[src/rtl/vector_stream_packer_pkg.sv]
// Shared helpers for the vector stream packer.
// Holds the codebase clog2 used to size index counters.
package vector_stream_packer_pkg;

  function automatic int clog2(input int n);
    int r;
    r = 1;
    for (int i = 1; i < 32; i++) begin
      if ((1 << i) < n) r = i + 1;
    end
    return r;
  endfunction

endpackage

[src/rtl/vector_stream_packer.sv]
// Packs VECTOR_SIZE streamed elements into one registered flat vector.
// Element k lands at bits [k*ELEMENT_WIDTH +: ELEMENT_WIDTH].
module vector_stream_packer
  import vector_stream_packer_pkg::*;
#(
  parameter int ELEMENT_WIDTH = 4,
  parameter int VECTOR_SIZE   = 5
) (
  input  logic                                 clock,
  input  logic                                 reset,
  input  logic [ELEMENT_WIDTH-1:0]             i_element_data,
  input  logic                                 i_element_valid,
  output logic                                 o_element_ready,
  output logic [ELEMENT_WIDTH*VECTOR_SIZE-1:0] o_vector_data,
  output logic                                 o_vector_valid,
  input  logic                                 i_vector_ready,
  output logic [clog2(VECTOR_SIZE)-1:0]        o_fill_count
);

  localparam int IW = clog2(VECTOR_SIZE);
  localparam int SW = ELEMENT_WIDTH * (VECTOR_SIZE - 1);
  localparam logic [IW-1:0] LAST = IW'(VECTOR_SIZE - 1);

  logic [IW-1:0] idx;
  logic [SW-1:0] slots;
  logic          last;
  logic          take;
  logic          drain;

  assign last  = (idx == LAST);
  assign drain = o_vector_valid && i_vector_ready;
  // Ready depends on downstream ready so a completion can overlap a drain.
  assign o_element_ready = !last || !o_vector_valid || i_vector_ready;
  assign take = i_element_valid && o_element_ready;
  assign o_fill_count = idx;

  always_ff @(posedge clock or posedge reset) begin
    if (reset) begin
      idx            <= '0;
      slots          <= '0;
      o_vector_data  <= '0;
      o_vector_valid <= 1'b0;
    end else begin
      if (take && !last) begin
        slots[int'(idx)*ELEMENT_WIDTH +: ELEMENT_WIDTH] <= i_element_data;
        idx <= idx + IW'(1);
      end
      if (take && last) begin
        o_vector_data  <= {i_element_data, slots};
        o_vector_valid <= 1'b1;
        idx            <= '0;
      end else if (drain) begin
        o_vector_valid <= 1'b0;
      end
    end
  end

endmodule

[config.mk]
export PLATFORM = sky130hd
export DESIGN_NAME = vector_stream_packer
export DESIGN_NICKNAME = d
export VERILOG_FILES = /design/src/rtl/vector_stream_packer_pkg.sv /design/src/rtl/vector_stream_packer.sv
export SDC_FILE = /design/constraint.sdc
export NUM_CORES = 1
export LEC_CHECK = 0
export ABC_AREA = 1
export ABC_CLOCK_PERIOD_IN_PS = 4000
export BUFFER_PORTS_ARGS = -buffer_cell sky130_fd_sc_hd__buf_2
export CAP_MARGIN = 20
export CORE_UTILIZATION = 50
export CTS_BUF_LIST = sky130_fd_sc_hd__clkbuf_4 sky130_fd_sc_hd__clkbuf_8 sky130_fd_sc_hd__clkbuf_16
export DETAILED_ROUTE_END_ITERATION = 10
export PLACE_DENSITY = 0.74
export SYNTH_ARGS = -nofsm -noshare
export SYNTH_HDL_FRONTEND = slang
export SYNTH_SLANG_ARGS = --single-unit
export TNS_END_PERCENT = 10
[constraint.sdc]
create_clock -name clock -period 4 [get_ports clock]
set_clock_uncertainty 0.2 [all_clocks]
set_input_delay 0 -clock clock [delete_from_list [all_inputs] [get_ports clock]]
set_output_delay 0 -clock clock [all_outputs]
set_load 0.03 [all_outputs]
=== Word level (Yosys, flattened, before mapping) ===
Index checks and enable logic that the tools add are counted.
W data, S select, Z words.

* Register bits: 69
* Logic and storage cells: 24
* Output and inout bits: 54
* Bits of input ports: 8

* Add/subtract/negate cells: 2
* Equal/unequal tests: 1
* Shift operators: 2
* Muxes and demuxes: 5
* Reduce and logical (&&, ||, !) cells: 10

{| class="wikitable"
|+ Operator list
! kind !! count
|-
| $mux W32 || 2
|-
| $neg A32 Y33 || 1
|-
| $shift A4 B33 Y16 const A || 1
|-
| $shiftx A4 B33 Y16 || 1
|-
| $add A32 B1 Y32 const B || 1
|-
| $eq A32 B3 Y1 const B || 1
|-
| $bwmux W16 || 1
|-
| $logic_and A1 B1 Y1 || 4
|-
| $reduce_bool A2 Y1 || 2
|-
| $logic_not A1 Y1 || 2
|-
| $logic_or A1 B1 Y1 || 2
|-
| $mux W1 || 2
|}

=== Logic depth before layout (Yosys ltp) ===
Gate-level depths: netlist of the first run.

* Word-level depth: 8
* Mapped depth: 20
* Mapped depth without buffers: 19

=== Worst setup path after synthesis of the first run ===
OpenSTA, ideal clock, no wires.

* Path type: register -> register
* Start: reg idx[0], in the netlist o_fill_count[0]
* End: reg o_vector_data[10]
* Setup time: 0.125 ns
* Path buffers: 1
* Required time: 3.675 ns
* Stages on the path, launching flop included: 11
* Arrival time: 2.593 ns
* Slack: 1.082 ns
* Period minus slack after synthesis: 2.918 ns
* Path through: dfrtp_1 -> inv_2 -> ha_1 -> nand4_1 -> nor2_1 -> nand4_1 -> nand2_2 -> inv_1 -> nand2_1 -> buf_2 -> mux2_2

* Longest elaborated chain between the ends: 6

{| class="wikitable"
|+ RTL lines
! what !! RTL line !! RTL
|-
| start, declared || vector_stream_packer.sv:24 || <nowiki>logic [IW-1:0] idx;</nowiki>
|-
| start signal, assigned || vector_stream_packer.sv:46 || <nowiki>idx <= idx + IW'(1);</nowiki>
|-
| $eq A32 B3 Y1 || vector_stream_packer.sv:30 || <nowiki>assign last = (idx == LAST);</nowiki>
|-
| $logic_not A1 Y1 || vector_stream_packer.sv:33 || <nowiki>assign o_element_ready = !last || !o_vector_valid || i_vector_ready;</nowiki>
|-
| $logic_or A1 B1 Y1 (2 in a row) || vector_stream_packer.sv:33 ||
|-
| named net o_element_ready || vector_stream_packer.sv:13 || <nowiki>output logic o_element_ready,</nowiki>
|-
| $logic_and A1 B1 Y1 || vector_stream_packer.sv:34 || <nowiki>assign take = i_element_valid && o_element_ready;</nowiki>
|-
| $logic_and A1 B1 Y1 || vector_stream_packer.sv:48 || <nowiki>if (take && last) begin</nowiki>
|-
| end signal, assigned || vector_stream_packer.sv:49 || <nowiki>o_vector_data <= {i_element_data, slots};</nowiki>
|-
| end, declared || vector_stream_packer.sv:14 || <nowiki>output logic [ELEMENT_WIDTH*VECTOR_SIZE-1:0] o_vector_data,</nowiki>
|}

The timed path passes the listed nets, and every way through them passes these cells.
A chain may end at the register's enable or synchronous reset.

=== Worst setup path after layout of the first run ===
* Start: reg idx[0], in the netlist o_fill_count[0]
* End: reg o_vector_data[8]

* Longest elaborated chain between the ends: 6

{| class="wikitable"
|+ RTL lines
! what !! RTL line
|-
| $eq A32 B3 Y1 (*) || vector_stream_packer.sv:30
|-
| $logic_not A1 Y1 || vector_stream_packer.sv:33
|-
| $logic_or A1 B1 Y1 (2 in a row) || vector_stream_packer.sv:33
|-
| $logic_and A1 B1 Y1 || vector_stream_packer.sv:34
|-
| $logic_and A1 B1 Y1 (*) || vector_stream_packer.sv:48
|}

Every way passes the cells marked *; elsewhere a longest branch is shown, timed or not.

==> results.json, run 1 <==
{
  "power_density_nw_per_um2": 390,
  "setup_violations": 0,
  "dr.first_iter.drc_count": 437,
  "grt_pass1_vias": 4614,
  "drt_wl_total_um": 13900,
  "cp-end-kind": "flop",
  "async_flop_share_pct": 100,
  "dr.pass1.iters": 5,
  "crit_chain": "inv_2, ha_1, nand4_1, nor2_1, nand4_1, nand2_2, inv_1, nand2_1, mux2_2",
  "drive_above_1_share_pct": 19.9,
  "synth-seq-area-share_pct": 35.2,
  "min_period_over_period_pct": 82.0,
  "syn_area_sq_um": 4900,
  "synth_cell_types": 38,
  "finalHoldViolCount": 0,
  "clkTransAtPathRegs_ns": 0.09,
  "crit_slowest_cell": "nand2_1",
  "h-tree-depth": 3,
  "insertion_delay_ns": 0.36,
  "boundaryPins": 62,
  "hpwl_um": 10700,
  "cap_violations": 0,
  "syn_area_per_cell_sq_um": 7.02,
  "routedWlPerCell_um": 15.5,
  "vias": 4832,
  "yosysWarnings": 0,
  "dieArea_sq_um": 10200,
  "cts_tree": "built",
  "most-common-layout-cells": "nand2_1, nor2_1, inv_1",
  "path_max_fanout": 19,
  "start_util_pct": 52.3,
  "finalMaxSlewViolations": 0,
  "antennaDiodeCount": 0,
  "cp_common_cell": "nand4_1",
  "yosys_register_bits": 69,
  "area_growth_pct": 13.8,
  "slowest_delay_ns": 0.63,
  "ys.flop_type": "dfrtp_1",
  "crit_buf_inv": 2,
  "grt.overflow.total": 0,
  "ctsLongestPathBuffers": 2,
  "max_freq_mhz": 305,
  "synthCells": 698,
  "layout_commonest_cell": "nand2_1",
  "grt_max_degree": 42,
  "die_y_um": 101,
  "portBuffers": 61,
  "syn-num-nets": 708,
  "arrival_ns": 3.32,
  "place_ws_ns": 0.723,
  "hp-class": "in2async",
  "synth_edf_count": 0,
  "worst-path-stages": 9,
  "die_x_um": 101,
  "leakage_uw": 0.00273,
  "detail-route-antenna-nets": 0,
  "gp_congestion": 1.04,
  "antenna_found_initial": 0,
  "fin_crit_ns": 3.28,
  "finalWorstSetupSlack_ns": 0.720,
  "rrSetupSlack_ns": 0.72,
  "status": "completed",
  "grt_pass1_wl_um": 23200,
  "numCtsBuffers": 9,
  "required_ns": 4.04,
  "rsz0062_at_grt": "false",
  "maxSlewHeadroom_pct": 36.0,
  "worstSetupPathType": "reg2reg",
  "crit_family": "simple AND/OR/NAND/NOR gates",
  "r2r_cells": 9,
  "post_cts_buffers": 0,
  "via_per_inst": 5.38,
  "grt_use_total_pct": 29.7,
  "core_sq_um": 9370,
  "peakVddDrop_v": 0.000361,
  "remaining_drc_errors": 0,
  "worst_pin_slew_ns": 0.951,
  "rows": 35,
  "tns_ns": 0,
  "final_nets": 774,
  "worstSetupStartpointType": "flop",
  "root_buffer": "clkbuf_8",
  "cts_sinks": 69
}
[logic make-up (layout without fill, tap and decap cells)]
family | Yosys count | after routing | synth area share, %
xor+xnor | 22 | 22 | 3.93
flops | 69 | 69 | 35.2
fa+ha+maj | 2 | 2 | 0.511
simple gates | 434 | 434 | 42.6
buf+inv | 103 | 174 | 8.61
mux | 13 | 13 | 2.99
compound gates | 55 | 55 | 6.13
[per-layer routing]
metal | vias up | share of wire, % | GRT usage [%]
met5 | - | 0 | 0
met3 | 22 | 7.3 | 6.66
li1 | 2397 | - | -
met2 | 165 | 44 | 45.9
met1 | 2248 | 47 | 41.5
met4 | 0 | 1.8 | 8.81
[repair_timing]
item,4_1_cts,5_1_grt
hold endpoints to repair,52,0
resized for setup,0,0
hold buffers,7,0
[tightest hold or removal path: cells and delay by family]
kind,cells,cell delay [ns]
buffers and inverters,3,1.11
[flip-flops by register name (all words and copies together), names as in the netlist]
| register | count |
|---|---|
| slots | 16 |
| o_vector_valid | 1 |
| o_fill_count | 32 |
| o_vector_data | 20 |
[Yosys cell counts, types with 2 or more instances]
cell,n,area [sq um]
nor3_2,6,60.1
buf_6,3,33.8
nand2_1,195,732
inv_2,9,33.8
o21ai_1,12,60.1
inv_1,76,285
o21ai_0,26,130
nand3_2,7,70.1
dfrtp_1,69,1730
xor2_1,20,175
nand4_1,23,144
nor3_1,17,85.1
nor3_4,2,32.5
nand2_4,2,22.5
nor2_2,12,75.1
clkbuf_1,4,15.0
ha_1,2,25.0
a21oi_1,9,45.0
nand2_2,9,56.3
buf_2,10,50.1
nor4_1,11,68.8
mux2_2,13,146
nor2_1,80,300
nand3b_1,4,30.0
nand3_1,56,280
nor2_4,8,90.1
xnor2_1,2,17.5
[final cells by class]
type | instances | area, sq um
Timing Repair Buffer | 72 | 405
Fill cell | 890 | 3800
Tap cell | 129 | 161
Sequential cell | 69 | 1730
Inverter | 86 | 323
Clock buffer | 10 | 138
Clock inverter | 6 | 70.1
Multi-Input combinational cell | 526 | 2750
[path summary, 6_finish.rpt]
path,from,endpoint
max,o_fill_count[0],o_vector_data[8]
min,reset,o_vector_valid
max reg2reg,o_fill_count[0],o_vector_data[8]
min reg2reg,slots[10],slots[10]
max in group asynchronous,reset,slots[9]
min in group clock,i_vector_ready,o_vector_valid
[stage by stage]
| step | total power [uW] | cells | area [sq um] | hold slack [ns] | utilization (%) |
|---|---|---|---|---|---|
| final | 2170 | 898 | 5570 | 0.0700 | 59.5 |
| after global routing | 2310 | 898 | 5570 | 0.152 | 59.5 |
| after CTS | 2170 | 898 | 5570 | 0.0821 | 59.5 |
| after detailed placement | 1540 | 875 | 5300 | -0.0775 | 56.5 |
| after global placement | 1530 | 875 | 5300 | -0.105 | 56.5 |
| after floorplan | 1400 | 698 | 4900 | -0.104 | - |
[report_power, final]
group	internal, uW	switching (uW)	total [uW]
Clock	310	317	626
Combinational	191	533	724
Sequential	730	92.2	822
Total	1230	942	2170
Note: power is estimated with default switching activity, not from simulation.
==> run 2: changes to the inputs <==
--- a/config.mk
+++ b/config.mk
@@ -5,14 +5,14 @@
 export SDC_FILE = /design/constraint.sdc
 export NUM_CORES = 1
 export LEC_CHECK = 0
-export ABC_AREA = 1
-export ABC_CLOCK_PERIOD_IN_PS = 4000
+export ABC_AREA = 0
+export ABC_CLOCK_PERIOD_IN_PS = 3400
 export BUFFER_PORTS_ARGS = -buffer_cell sky130_fd_sc_hd__buf_2
 export CAP_MARGIN = 20
 export CORE_UTILIZATION = 50
 export CTS_BUF_LIST = sky130_fd_sc_hd__clkbuf_4 sky130_fd_sc_hd__clkbuf_8 sky130_fd_sc_hd__clkbuf_16
 export DETAILED_ROUTE_END_ITERATION = 10
-export PLACE_DENSITY = 0.74
+export PLACE_DENSITY = 0.75
 export SYNTH_ARGS = -nofsm -noshare
 export SYNTH_HDL_FRONTEND = slang
 export SYNTH_SLANG_ARGS = --single-unit
==> constraint.sdc (replaced) <==
create_clock -name clock -period 3.4 [get_ports clock]
set_clock_uncertainty 0.2 [all_clocks]
set_input_delay 0 -clock clock [delete_from_list [all_inputs] [get_ports clock]]
set_output_delay 0 -clock clock [all_outputs]
set_load 0.03 [all_outputs]
==> run 2 against run 1 <==
  * The flow now finishes with violations (setup timing)
  * Non-clock buffer count up 103
  * Wire length down 9.8%
  * Hold slack got worse by 0.0065 ns
  * Critical path depth increased by 3
  * Sequential power grew 13%
  * Cell count down 22%
  * Synthesized area decreased by 15%
  * Total power up 39%
  * Sequential cell count stayed put
  * Synthesized cell count down 37%
==> results.json, run 2 <==
{
  "ys.flop_type": "dfrtp_1",
  "yosys.area.top_type": "dfrtp_1",
  "dieArea_sq_um": 8740,
  "ctsLongestPathBuffers": 2,
  "finalMaxSlewViolations": 0,
  "dr.first_iter.drc_count": 323,
  "crit_slowest_cell": "or4_4",
  "cap_violations": 0,
  "clkTransAtPathRegs_ns": 0.09,
  "cts_tree": "built",
  "route.met2.wl_um": 6270,
  "synth_commonest_cells": "dfrtp_1, nand2_1, mux2_2",
  "worstSetupStartpointType": "flop",
  "ys_top_cells_by_area": "dfrtp_1, mux2_2, xnor2_1",
  "grt.overflow.total": 0,
  "leakage_uw": 0.00283,
  "boundaryPins": 62,
  "rows": 33,
  "combPwrFrac_pct": 42.2,
  "crit_buf_inv": 4,
  "routed.top_layer": "met4",
  "grt_pass1_vias": 4022,
  "dr.pass1.iters": 5,
  "p_int_uw": 1900,
  "root_buffer": "clkbuf_8",
  "layout_commonest_cell": "buf_4",
  "tns_ns": -3.70,
  "yosysWarnings": 0,
  "hp-class": "in2async",
  "finalWorstSetupSlack_ns": -0.263,
  "start_util_pct": 51.2,
  "power_density_nw_per_um2": 512,
  "post-route-util_pct": 71.8,
  "worstSetupPathType": "reg2reg",
  "vias": 4122,
  "async_flop_share_pct": 100,
  "synthCells": 438,
  "slowest_delay_ns": 0.57,
  "crit_chain": "buf_6, nor4_4, buf_6, o211ai_1, a32oi_1, nor2_1, or4_1, or4_4, buf_12, nor4_4, buf_4, mux2_4",
  "rsz0062_at_grt": "true",
  "required_ns": 3.42,
  "drive_above_1_share_pct": 44.3,
  "portBuffers": 61,
  "most-common-layout-cells": "buf_4, dfrtp_1, buf_2",
  "cts_sinks": 69,
  "area_growth_pct": 40.3,
  "fin_cells": 699,
  "die_x_um": 93.5,
  "synth_top_area_share_pct": 41.2,
  "max_freq_mhz": 273,
  "yosys_register_bits": 69,
  "wirelength_met1_um": 5270,
  "worst_pin_slew_ns": 0.592,
  "die_y_um": 93.5,
  "antenna_found_initial": 0,
  "grt_use_total_pct": 29.8,
  "path_max_fanout": 4,
  "final_nets": 600,
  "hpwl_um": 9210,
  "numCtsBuffers": 9,
  "synth-seq-area-share_pct": 41.2,
  "routedWlPerCell_um": 17.9,
  "grt_pass1_wl_um": 19900,
  "holdWs_ns": 0.0636,
  "maxSlewHeadroom_pct": 60.5,
  "insertion_delay_ns": 0.35,
  "syn_area_sq_um": 4190,
  "gp_congestion": 0.921,
  "finalHoldViolCount": 0,
  "place_ws_ns": -0.277,
  "peakVddDrop_v": 0.000347,
  "crit_family": "simple AND/OR/NAND/NOR gates",
  "fin_crit_ns": 3.66,
  "seq_power_share_pct": 30.8,
  "status": "complete, but fails checks",
  "syn_area_per_cell_sq_um": 9.56,
  "min_period_over_period_pct": 108,
  "setup_violations": 16,
  "core_sq_um": 8180,
  "dp.cells": 665,
  "largest_reg_flops": 32,
  "wl_met3_um": 722,
  "arrival_ns": 3.68,
  "cp-end-kind": "flop",
  "switchingPower_uw": 1110,
  "violations": "setup timing",
  "remaining_drc_errors": 0,
  "syn-num-nets": 448,
  "h-tree-depth": 3,
  "grt_max_degree": 45,
  "detail-route-antenna-nets": 0,
  "clkPwrFrac_pct": 27.0,
  "synth.most_common_cell": "dfrtp_1",
  "swShare_pct": 37.0,
  "synth_edf_count": 0,
  "synth_cell_types": 54,
  "via_per_inst": 5.90,
  "antennaDiodeCount": 0,
  "drt_wl_total_um": 12500
}
run 2: cell types whose count changed after synthesis, sizes merged, moves of 11 or more:
cell | previous run | this run
nand2 | 206 | 43
o21ai | 39 | 18
mux2 | 13 | 33
or4 | 0 | 11
nand3 | 64 | 19
nand4 | 24 | 11
inv | 85 | 11
nor2 | 100 | 27
xor2 | 20 | 9
clkbuf | 4 | 23
xnor2 | 2 | 28
run 2: path summary, 6_finish.rpt:
path	from	to	slack, ns	cells after the start
max in group asynchronous	reset	o_vector_data[15]	2.30	4
setup reg to reg	o_fill_count[7]	slots[15]	-0.26	12
hold reg to reg	o_vector_data[4]	o_vector_data[4]	0.29	2
min in group clock	o_vector_data[4]	o_vector_data[4]	0.29	2
setup / recovery	o_fill_count[7]	slots[15]	-0.26	12
hold / removal	reset	o_fill_count[0]	0.06	3
run 2: worst min-delay path: cells and delay by family:
kind,cells,cell delay [ns]
buf+inv,3,1.08
run 2: layout make-up:
cell class / count / area, sq um
Multi-Input combinational cell: 324 / 2500
Clock buffer: 9 / 124
Sequential cell: 69 / 1730
Timing Repair Buffer: 175 / 1230
Clock inverter: 6 / 113
Tap cell: 105 / 131
Fill cell: 617 / 2300
Inverter: 11 / 43.8
run 2: kinds of logic (layout without fill, tap and decap cells):
kind of cell / Yosys count / in the layout / share of synthesized area [%]
simple gates: 174 / 174 / 24.2
compound gates: 76 / 76 / 12.3
flops: 69 / 69 / 41.2
buf+inv: 45 / 201 / 4.57
xor+xnor: 37 / 37 / 7.74
mux: 35 / 35 / 9.35
fa+ha+maj: 2 / 2 / 0.598
run 2: timing repair:
action	in CTS	in global routing
endpoints found under the hold margin	96	0
pin swaps	11	11
buffers inserted	7	5
hold buffers	7	0
endpoints found under the setup margin	16	26
gates resized for setup	17	25
run 2: routing by layer:
metal  vias to the layer above  global-route usage, %
met5                         -                      0
met4                         0                   11.0
met3                        22                   4.31
met2                       185                   51.6
met1                      2002                   37.6
li1                       1913                      -
run 2: power groups by stage:
stage	registers [uW]	logic [uW]	clock network (uW)
after global placement	942	1090	0
after global routing	930	1350	861
after floorplan	1020	604	0
after detailed placement	947	1110	0
final	927	1270	812
after CTS	917	1200	824
run 2: per-stage QoR:
stage	instance area (sq um)	total power, uW
2_1_floorplan	4270	1620
3_3_place_gp	5280	2040
3_5_place_dp	5280	2060
4_1_cts	5730	2940
5_1_grt	5870	3150
6_report	5870	3010
